`src/rtl/wta_gamma_controller_if.sv`:
```
// ---------------------------------------------------------------------------
// wta_gamma_controller_if
//   Bundles the enable/spike inputs, the gamma-window timing outputs and the
//   result handshake of the winner-take-all gamma controller.
//
//   master modport : the controller (drives timing, inhibit and result)
//   slave modport  : the neuron layer / result consumer
//
//   enable        level, run gamma windows back-to-back while high
//   spike_volley  per-cycle spike flags, one per neuron column
//   res_ready     consumer accepts the presented result
//   gamma_start   one-cycle pulse at time 0 of every window
//   gamma_time    time step within the current window
//   inhibit       high once a winner is latched
//   busy          controller is inside a window or holding a result
//   res_valid     result available
//   res_neuron    winning column index
//   res_time      time step at which the winner spiked
//   res_nowin     result carries no winner
// ---------------------------------------------------------------------------
interface wta_gamma_controller_if #(
    parameter int NEURONS     = 8,
    parameter int TIME_PERIOD = 16
);
    localparam int TW = $clog2(TIME_PERIOD);
    localparam int NW = $clog2(NEURONS);

    logic               enable;
    logic [NEURONS-1:0] spike_volley;
    logic               res_ready;
    logic               gamma_start;
    logic [TW-1:0]      gamma_time;
    logic               inhibit;
    logic               busy;
    logic               res_valid;
    logic [NW-1:0]      res_neuron;
    logic [TW-1:0]      res_time;
    logic               res_nowin;

    modport master (
        input  enable, spike_volley, res_ready,
        output gamma_start, gamma_time, inhibit, busy,
               res_valid, res_neuron, res_time, res_nowin
    );

    modport slave (
        output enable, spike_volley, res_ready,
        input  gamma_start, gamma_time, inhibit, busy,
               res_valid, res_neuron, res_time, res_nowin
    );
endinterface

```
`src/rtl/wta_gamma_controller.sv`:
```
// ---------------------------------------------------------------------------
// wta_gamma_controller
//   Runs fixed-length gamma windows over a layer of neuron columns and picks
//   the first column to spike (lowest index on ties) as the winner. Once a
//   winner is latched, inhibit gates all other columns until the next window.
//   At the end of a window with a winner, the result is held on the result
//   handshake until the consumer accepts it.
//
//   Ports:
//     clk    sole clock, rising edge
//     rst_n  asynchronous active-low reset
//     bus    wta_gamma_controller_if.master (see interface for signal list)
//
//   Configuration macro:
//     INHIB_NOWIN_REPORT_EN  when defined, a window without any spike still
//                            produces a result with res_nowin=1, res_neuron=0,
//                            res_time=TIME_PERIOD-1. When undefined such a
//                            window produces no result and res_nowin is 0.
// ---------------------------------------------------------------------------
module wta_gamma_controller #(
    parameter int NEURONS     = 8,
    parameter int TIME_PERIOD = 16
) (
    input  logic                    clk,
    input  logic                    rst_n,
    wta_gamma_controller_if.master  bus
);
    localparam int TW = $clog2(TIME_PERIOD);
    localparam int NW = $clog2(NEURONS);
    localparam logic [TW-1:0] LAST_TIME = TW'(TIME_PERIOD - 1);

`ifdef INHIB_NOWIN_REPORT_EN
    localparam bit NOWIN_REPORT = 1'b1;
`else
    localparam bit NOWIN_REPORT = 1'b0;
`endif

    typedef enum logic [1:0] {
        IDLE   = 2'd0,
        RUN    = 2'd1,
        REPORT = 2'd2
    } state_t;

    state_t        state_q, state_d;
    logic [TW-1:0] gamma_time_q;
    logic          gamma_start_q;
    logic          win_flag_q;
    logic [NW-1:0] win_neuron_q;
    logic [TW-1:0] win_time_q;
    logic          res_valid_q;
    logic [NW-1:0] res_neuron_q;
    logic [TW-1:0] res_time_q;

    logic [NW-1:0] low_idx;
    logic          window_end;
    logic          spike_hit;
    logic          win_now;
    logic          report_go;
    logic          accept;
    logic          start_window;
    logic          go_idle;

    // Priority encoder: scanning from the top down lets the lowest set
    // index overwrite any higher one, so simultaneous spikes resolve low.
    always_comb begin
        low_idx = '0;
        for (int i = NEURONS - 1; i >= 0; i--) begin
            if (bus.spike_volley[i]) begin
                low_idx = NW'(i);
            end
        end
    end

    // Window bookkeeping. A spike on the last time step still counts, so the
    // winner decision at window end looks at both the latched flag and the
    // spike arriving in that same cycle.
    always_comb begin
        window_end   = (state_q == RUN) && (gamma_time_q == LAST_TIME);
        spike_hit    = (state_q == RUN) && !win_flag_q && (|bus.spike_volley);
        win_now      = win_flag_q || spike_hit;
        report_go    = window_end && (win_now || NOWIN_REPORT);
        accept       = (state_q == REPORT) && bus.res_ready;
        start_window = bus.enable &&
                       (((state_q == IDLE)) ||
                        (window_end && !report_go) ||
                        accept);
        go_idle      = !bus.enable && ((window_end && !report_go) || accept);
    end

    always_comb begin
        state_d = state_q;
        if (start_window) begin
            state_d = RUN;
        end else if (go_idle) begin
            state_d = IDLE;
        end else if (report_go) begin
            state_d = REPORT;
        end
    end

    always_ff @(posedge clk or negedge rst_n) begin
        if (!rst_n) begin
            state_q <= IDLE;
        end else begin
            state_q <= state_d;
        end
    end

    // Time base: restarts only at a window start, freezes on the last step
    // while a result is held, and parks at zero in IDLE.
    always_ff @(posedge clk or negedge rst_n) begin
        if (!rst_n) begin
            gamma_time_q  <= '0;
            gamma_start_q <= 1'b0;
        end else begin
            gamma_start_q <= start_window;
            if (start_window || go_idle) begin
                gamma_time_q <= '0;
            end else if ((state_q == RUN) && !window_end) begin
                gamma_time_q <= gamma_time_q + TW'(1);
            end
        end
    end

    // Winner latch. The flag doubles as the inhibit output, so inhibit rises
    // the cycle after the winning spike and falls only when a new window
    // starts or the controller returns to IDLE.
    always_ff @(posedge clk or negedge rst_n) begin
        if (!rst_n) begin
            win_flag_q   <= 1'b0;
            win_neuron_q <= '0;
            win_time_q   <= '0;
        end else begin
            if (start_window || go_idle) begin
                win_flag_q <= 1'b0;
            end else if (spike_hit) begin
                win_flag_q   <= 1'b1;
                win_neuron_q <= low_idx;
                win_time_q   <= gamma_time_q;
            end
        end
    end

    // Result registers are loaded only on REPORT entry, so they keep the
    // last reported values after the handshake completes.
    always_ff @(posedge clk or negedge rst_n) begin
        if (!rst_n) begin
            res_valid_q  <= 1'b0;
            res_neuron_q <= '0;
            res_time_q   <= '0;
        end else begin
            if (report_go) begin
                res_valid_q <= 1'b1;
                if (spike_hit) begin
                    res_neuron_q <= low_idx;
                    res_time_q   <= gamma_time_q;
                end else if (win_flag_q) begin
                    res_neuron_q <= win_neuron_q;
                    res_time_q   <= win_time_q;
                end else begin
                    res_neuron_q <= '0;
                    res_time_q   <= LAST_TIME;
                end
            end else if (accept) begin
                res_valid_q <= 1'b0;
            end
        end
    end

`ifdef INHIB_NOWIN_REPORT_EN
    logic res_nowin_q;

    always_ff @(posedge clk or negedge rst_n) begin
        if (!rst_n) begin
            res_nowin_q <= 1'b0;
        end else if (report_go) begin
            res_nowin_q <= !win_now;
        end
    end

    assign bus.res_nowin = res_nowin_q;
`else
    assign bus.res_nowin = 1'b0;
`endif

    assign bus.gamma_start = gamma_start_q;
    assign bus.gamma_time  = gamma_time_q;
    assign bus.inhibit     = win_flag_q;
    assign bus.busy        = (state_q != IDLE);
    assign bus.res_valid   = res_valid_q;
    assign bus.res_neuron  = res_neuron_q;
    assign bus.res_time    = res_time_q;
endmodule

```
`src/flat_wrapper.sv`:
```
// flat-port wrapper written by rule: the top's interface ports become plain ports
module wta_gamma_controller_flat 
#(
    parameter int NEURONS     = 8,
    parameter int TIME_PERIOD = 16
)
  (clk, rst_n, bus_enable, bus_spike_volley, bus_res_ready, bus_gamma_start, bus_gamma_time, bus_inhibit, bus_busy, bus_res_valid, bus_res_neuron, bus_res_time, bus_res_nowin);
  wta_gamma_controller_if #(.NEURONS(NEURONS), .TIME_PERIOD(TIME_PERIOD)) bus_i ();
  input  logic clk;
  input  logic rst_n;
  input wire logic [$bits(bus_i.enable)-1:0] bus_enable;
  input wire logic [$bits(bus_i.spike_volley)-1:0] bus_spike_volley;
  input wire logic [$bits(bus_i.res_ready)-1:0] bus_res_ready;
  output wire logic [$bits(bus_i.gamma_start)-1:0] bus_gamma_start;
  output wire logic [$bits(bus_i.gamma_time)-1:0] bus_gamma_time;
  output wire logic [$bits(bus_i.inhibit)-1:0] bus_inhibit;
  output wire logic [$bits(bus_i.busy)-1:0] bus_busy;
  output wire logic [$bits(bus_i.res_valid)-1:0] bus_res_valid;
  output wire logic [$bits(bus_i.res_neuron)-1:0] bus_res_neuron;
  output wire logic [$bits(bus_i.res_time)-1:0] bus_res_time;
  output wire logic [$bits(bus_i.res_nowin)-1:0] bus_res_nowin;
  assign bus_i.enable = bus_enable;
  assign bus_i.spike_volley = bus_spike_volley;
  assign bus_i.res_ready = bus_res_ready;
  assign bus_gamma_start = bus_i.gamma_start;
  assign bus_gamma_time = bus_i.gamma_time;
  assign bus_inhibit = bus_i.inhibit;
  assign bus_busy = bus_i.busy;
  assign bus_res_valid = bus_i.res_valid;
  assign bus_res_neuron = bus_i.res_neuron;
  assign bus_res_time = bus_i.res_time;
  assign bus_res_nowin = bus_i.res_nowin;
  wta_gamma_controller #(.NEURONS(NEURONS), .TIME_PERIOD(TIME_PERIOD)) u_core (.clk(clk), .rst_n(rst_n), .bus(bus_i));
endmodule
```
`config.mk`:
```
export PLATFORM = sky130hd
export DESIGN_NAME = wta_gamma_controller_flat
export DESIGN_NICKNAME = d
export VERILOG_FILES = /design/src/rtl/wta_gamma_controller_if.sv /design/src/rtl/wta_gamma_controller.sv /design/src/flat_wrapper.sv
export SDC_FILE = /design/constraint.sdc
export NUM_CORES = 1
export LEC_CHECK = 0
export ABC_AREA = 1
export CAP_MARGIN = 30
export CORE_MARGIN = 2
export CORE_UTILIZATION = 49
export DETAILED_ROUTE_END_ITERATION = 7
export PLACE_DENSITY = 0.81
export SLEW_MARGIN = 20
export SYNTH_ARGS = -nofsm -noshare
export SYNTH_HDL_FRONTEND = slang
export SYNTH_SLANG_ARGS = --single-unit
```
`constraint.sdc`:
```
create_clock -name clk -period 1.67 [get_ports clk]
set_input_delay 0.167 -clock clk [delete_from_list [all_inputs] [get_ports clk]]
set_output_delay 0.167 -clock clk [all_outputs]
set_load 0.03 [all_outputs]
```
==> metrics <==
io pins 28; Mapped Area 0.00127 mm^2; H-tree depth 1; diode count 0; Setup CP Type reg2out; drt drc 0; Remaining Overflow, GRT 0; final net count 184; post-synthesis register bit count 23; CTS Root Cell clkbuf_4; clk slew on worst S/H paths 0.12 ns; Pwr Density 1740 mW/mm^2; Layout Skew 0.0103 ns; Die Ht 54.9 um; Final Hold Fails 0; Max Cap Violations 0; share of layout cells above drive strength 1 20.6%; Mapped Cells 140; final setup violation count 0; antenna-violating nets left 0; Worst setup SP type flip-flop; Synth Warn # 0; worst skew pair latency 0.30 ns; minimum clock period 1.59 ns; DP HPWL 1870 um; final instance area 0.00160 mm^2; setup TNS 0 ns; CP top delay family buffers and inverters; Initial Utilization 51.7%; Avg Inst Size Synth 9.06 um^2; Final Max Slew Viols 0; largest family of logic cells by synthesized area simple AND/OR/NAND/NOR gates; DIE AREA 0.00301 mm^2; crit path max fanout 2; vias in the first global route 982; GP Congestion 0.758; first-pass GRT wire length 4080 um; PortBufs 26; vias post-DR 1004; TritonCTS Buffers 3; top cells by area, synth dfrtp_1 (45%), nand2_1 (11%), inv_1 (5.0%); total wire length 2370 um; adder-cell share of the synthesized area 0.986%; clk buf depth 2; Row Count 18; Compound-Gate Fraction of Synth Area 9.57%; initial antenna violation count 0; Die X 54.9 um; FMAX 631 MHz; Worst path max stage delay 0.69 ns; WP data arrival 1.42 ns; largest net degree at the start of global routing 24; Data required, critical path 1.50 ns; Placed Instance Area 0.00156 mm^2; Yosys top cell by area dfrtp_1; CTS tree built; post-synth cell types 25; TritonRoute pass-1 iters 4; Period Utilization, post-route 95.0%; leakage power 0.827 nW; CP Capture Type primary output; syn nets 153; VDD IR max 0.00124 V; critical path, cell by cell clkdlybuf4s50_1; clock sink count 23; mux cell area share after synthesis 0%; status finished, final reports clean; fill count 190; RSZ-0062 raised after global routing no; GRT Util Overall 18.6%; Area Overhead vs Synth 25.8%; simple-gate area share of the yosys netlist 32.7%; area of the core 0.00245 mm^2; share of the synthesized area in the top cell type 45.4%; XOR/XNOR share of the synthesized area 2.07%; slowest cell on the critical path clkdlybuf4s50_1; WP buf/inv 1; WL/cell 11.9 um; sequential fraction of the synthesis area 45.4%; routed vias/inst 5.02; Hold Path Class in2async; initial DRC count 16
flip-flops by register name, indices dropped and copies added, names as in the netlist:
signal                  count
u_core.win_neuron_q         3
u_core.bus.res_time         4
u_core.state_q              2
u_core.bus.inhibit          1
u_core.bus.gamma_start      1
u_core.bus.res_valid        1
u_core.win_time_q           4
u_core.bus.gamma_time       4
u_core.bus.res_neuron       3
cells in the final DEF (no fill, tap or decap), drive strengths merged, types with 3 or more instances in the layout:
master	count
a21oi	4
buf	3
clkbuf	4
clkdlybuf4s50	20
dfrtp	23
dlymetal6s2s	4
inv	20
nand2	48
nand3	7
nor2	13
o21ai	10
o22ai	4
xor2	3
stage by stage:
step | worst slack [ns] | util, % | cells | hold slack, ns | power [W]
global route | 0.0106 | 65.0 | 200 | 0.209 | 0.00300
global placement | 0.110 | 63.7 | 196 | 0.463 | 0.00251
floorplan | 0.135 | - | 140 | -0.129 | 0.00207
finish | 0.0842 | 65.0 | 200 | 0.196 | 0.00278
detailed placement | 0.0697 | 63.7 | 196 | 0.466 | 0.00257
CTS | 0.00203 | 64.6 | 200 | 0.197 | 0.00281
cells by family (layout without fill, tap and decap cells):
| group | Yosys count | after routing |
|---|---|---|
| flops | 23 | 23 |
| simple gates | 71 | 71 |
| buf+inv | 23 | 53 |
| other cells | 1 | 1 |
| fa+ha+maj | 1 | 1 |
| xor+xnor | 3 | 3 |
| compound gates | 18 | 18 |
final cells by class:
type,count,area (um^2),share of cell area [%]
Clock buffer,4,26.3,1.65
Inverter,20,75.1,4.70
Multi-Input combinational cell,94,579,36.3
Sequential cell,23,576,36.1
Tap cell,30,37.5,2.35
Timing Repair Buffer,29,303,19.0
what timing repair did:
action,CTS,global route
endpoints found under the setup margin,2,4
hold buffers,0,0
setup buffers,0,0
resized for setup,2,4
synthesized netlist by cell type:
| master | count |
|---|---|
| nand3_1 | 4 |
| o21ai_2 | 4 |
| a21oi_1 | 4 |
| and3_2 | 1 |
| nand3_4 | 2 |
| nand2_4 | 5 |
| nand2_2 | 7 |
| nand3_2 | 1 |
| o21ai_0 | 5 |
| inv_1 | 17 |
| nor2_8 | 1 |
| nor2_4 | 4 |
| buf_4 | 1 |
| buf_6 | 1 |
| o21ai_4 | 1 |
| xor2_1 | 3 |
| dfrtp_1 | 23 |
| ha_1 | 1 |
| nor2_1 | 8 |
| inv_2 | 3 |
| conb_1 | 1 |
| buf_12 | 1 |
| nand4_1 | 2 |
| o22ai_1 | 4 |
| nand2_1 | 36 |
worst reg2reg max path, stage by stage (launching register included):
cell,delay [ns]
dfrtp_1,0.47
ha_1,0.25
nand3_2,0.10
nand2_1,0.11
inv_1,0.11
nand4_1,0.10
xor2_1,0.16
nor2_1,0.11
path summary, 6_finish.rpt:
check,to,from,slack (ns),cells after the start
worst max-delay path,bus_res_neuron[2],u_core.bus.res_neuron[2],0.08,1
worst min-delay path,u_core.bus.res_neuron[0],rst_n,0.20,2
worst max register to register,u_core.bus.gamma_time[3],u_core.bus.gamma_time[0],0.20,7
worst min register to register,u_core.win_neuron_q[0],u_core.win_neuron_q[0],0.50,2
max in group asynchronous,u_core.bus.res_time[1],rst_n,1.24,2
min in group clk,u_core.bus.gamma_start,bus_enable,0.46,3
routing by layer:
metal,GRT usage (%),routed length (um),vias up,share of wire [%]
li1,-,-,497,-
met1,22.9,1050,480,44
met2,33.1,1230,25,52
met3,3.28,83,2,3.5
met4,4.58,5,0,0.21
met5,0,0,-,0
power by group:
| part | internal (W) | switching, W | total, W |
|---|---|---|---|
| Sequential | 0.000782 | 0.000218 | 0.00100 |
| Combinational | 0.000610 | 0.000921 | 0.00153 |
| Clock | 0.0000929 | 0.000153 | 0.000246 |
Power figures use the tool's default switching activity.
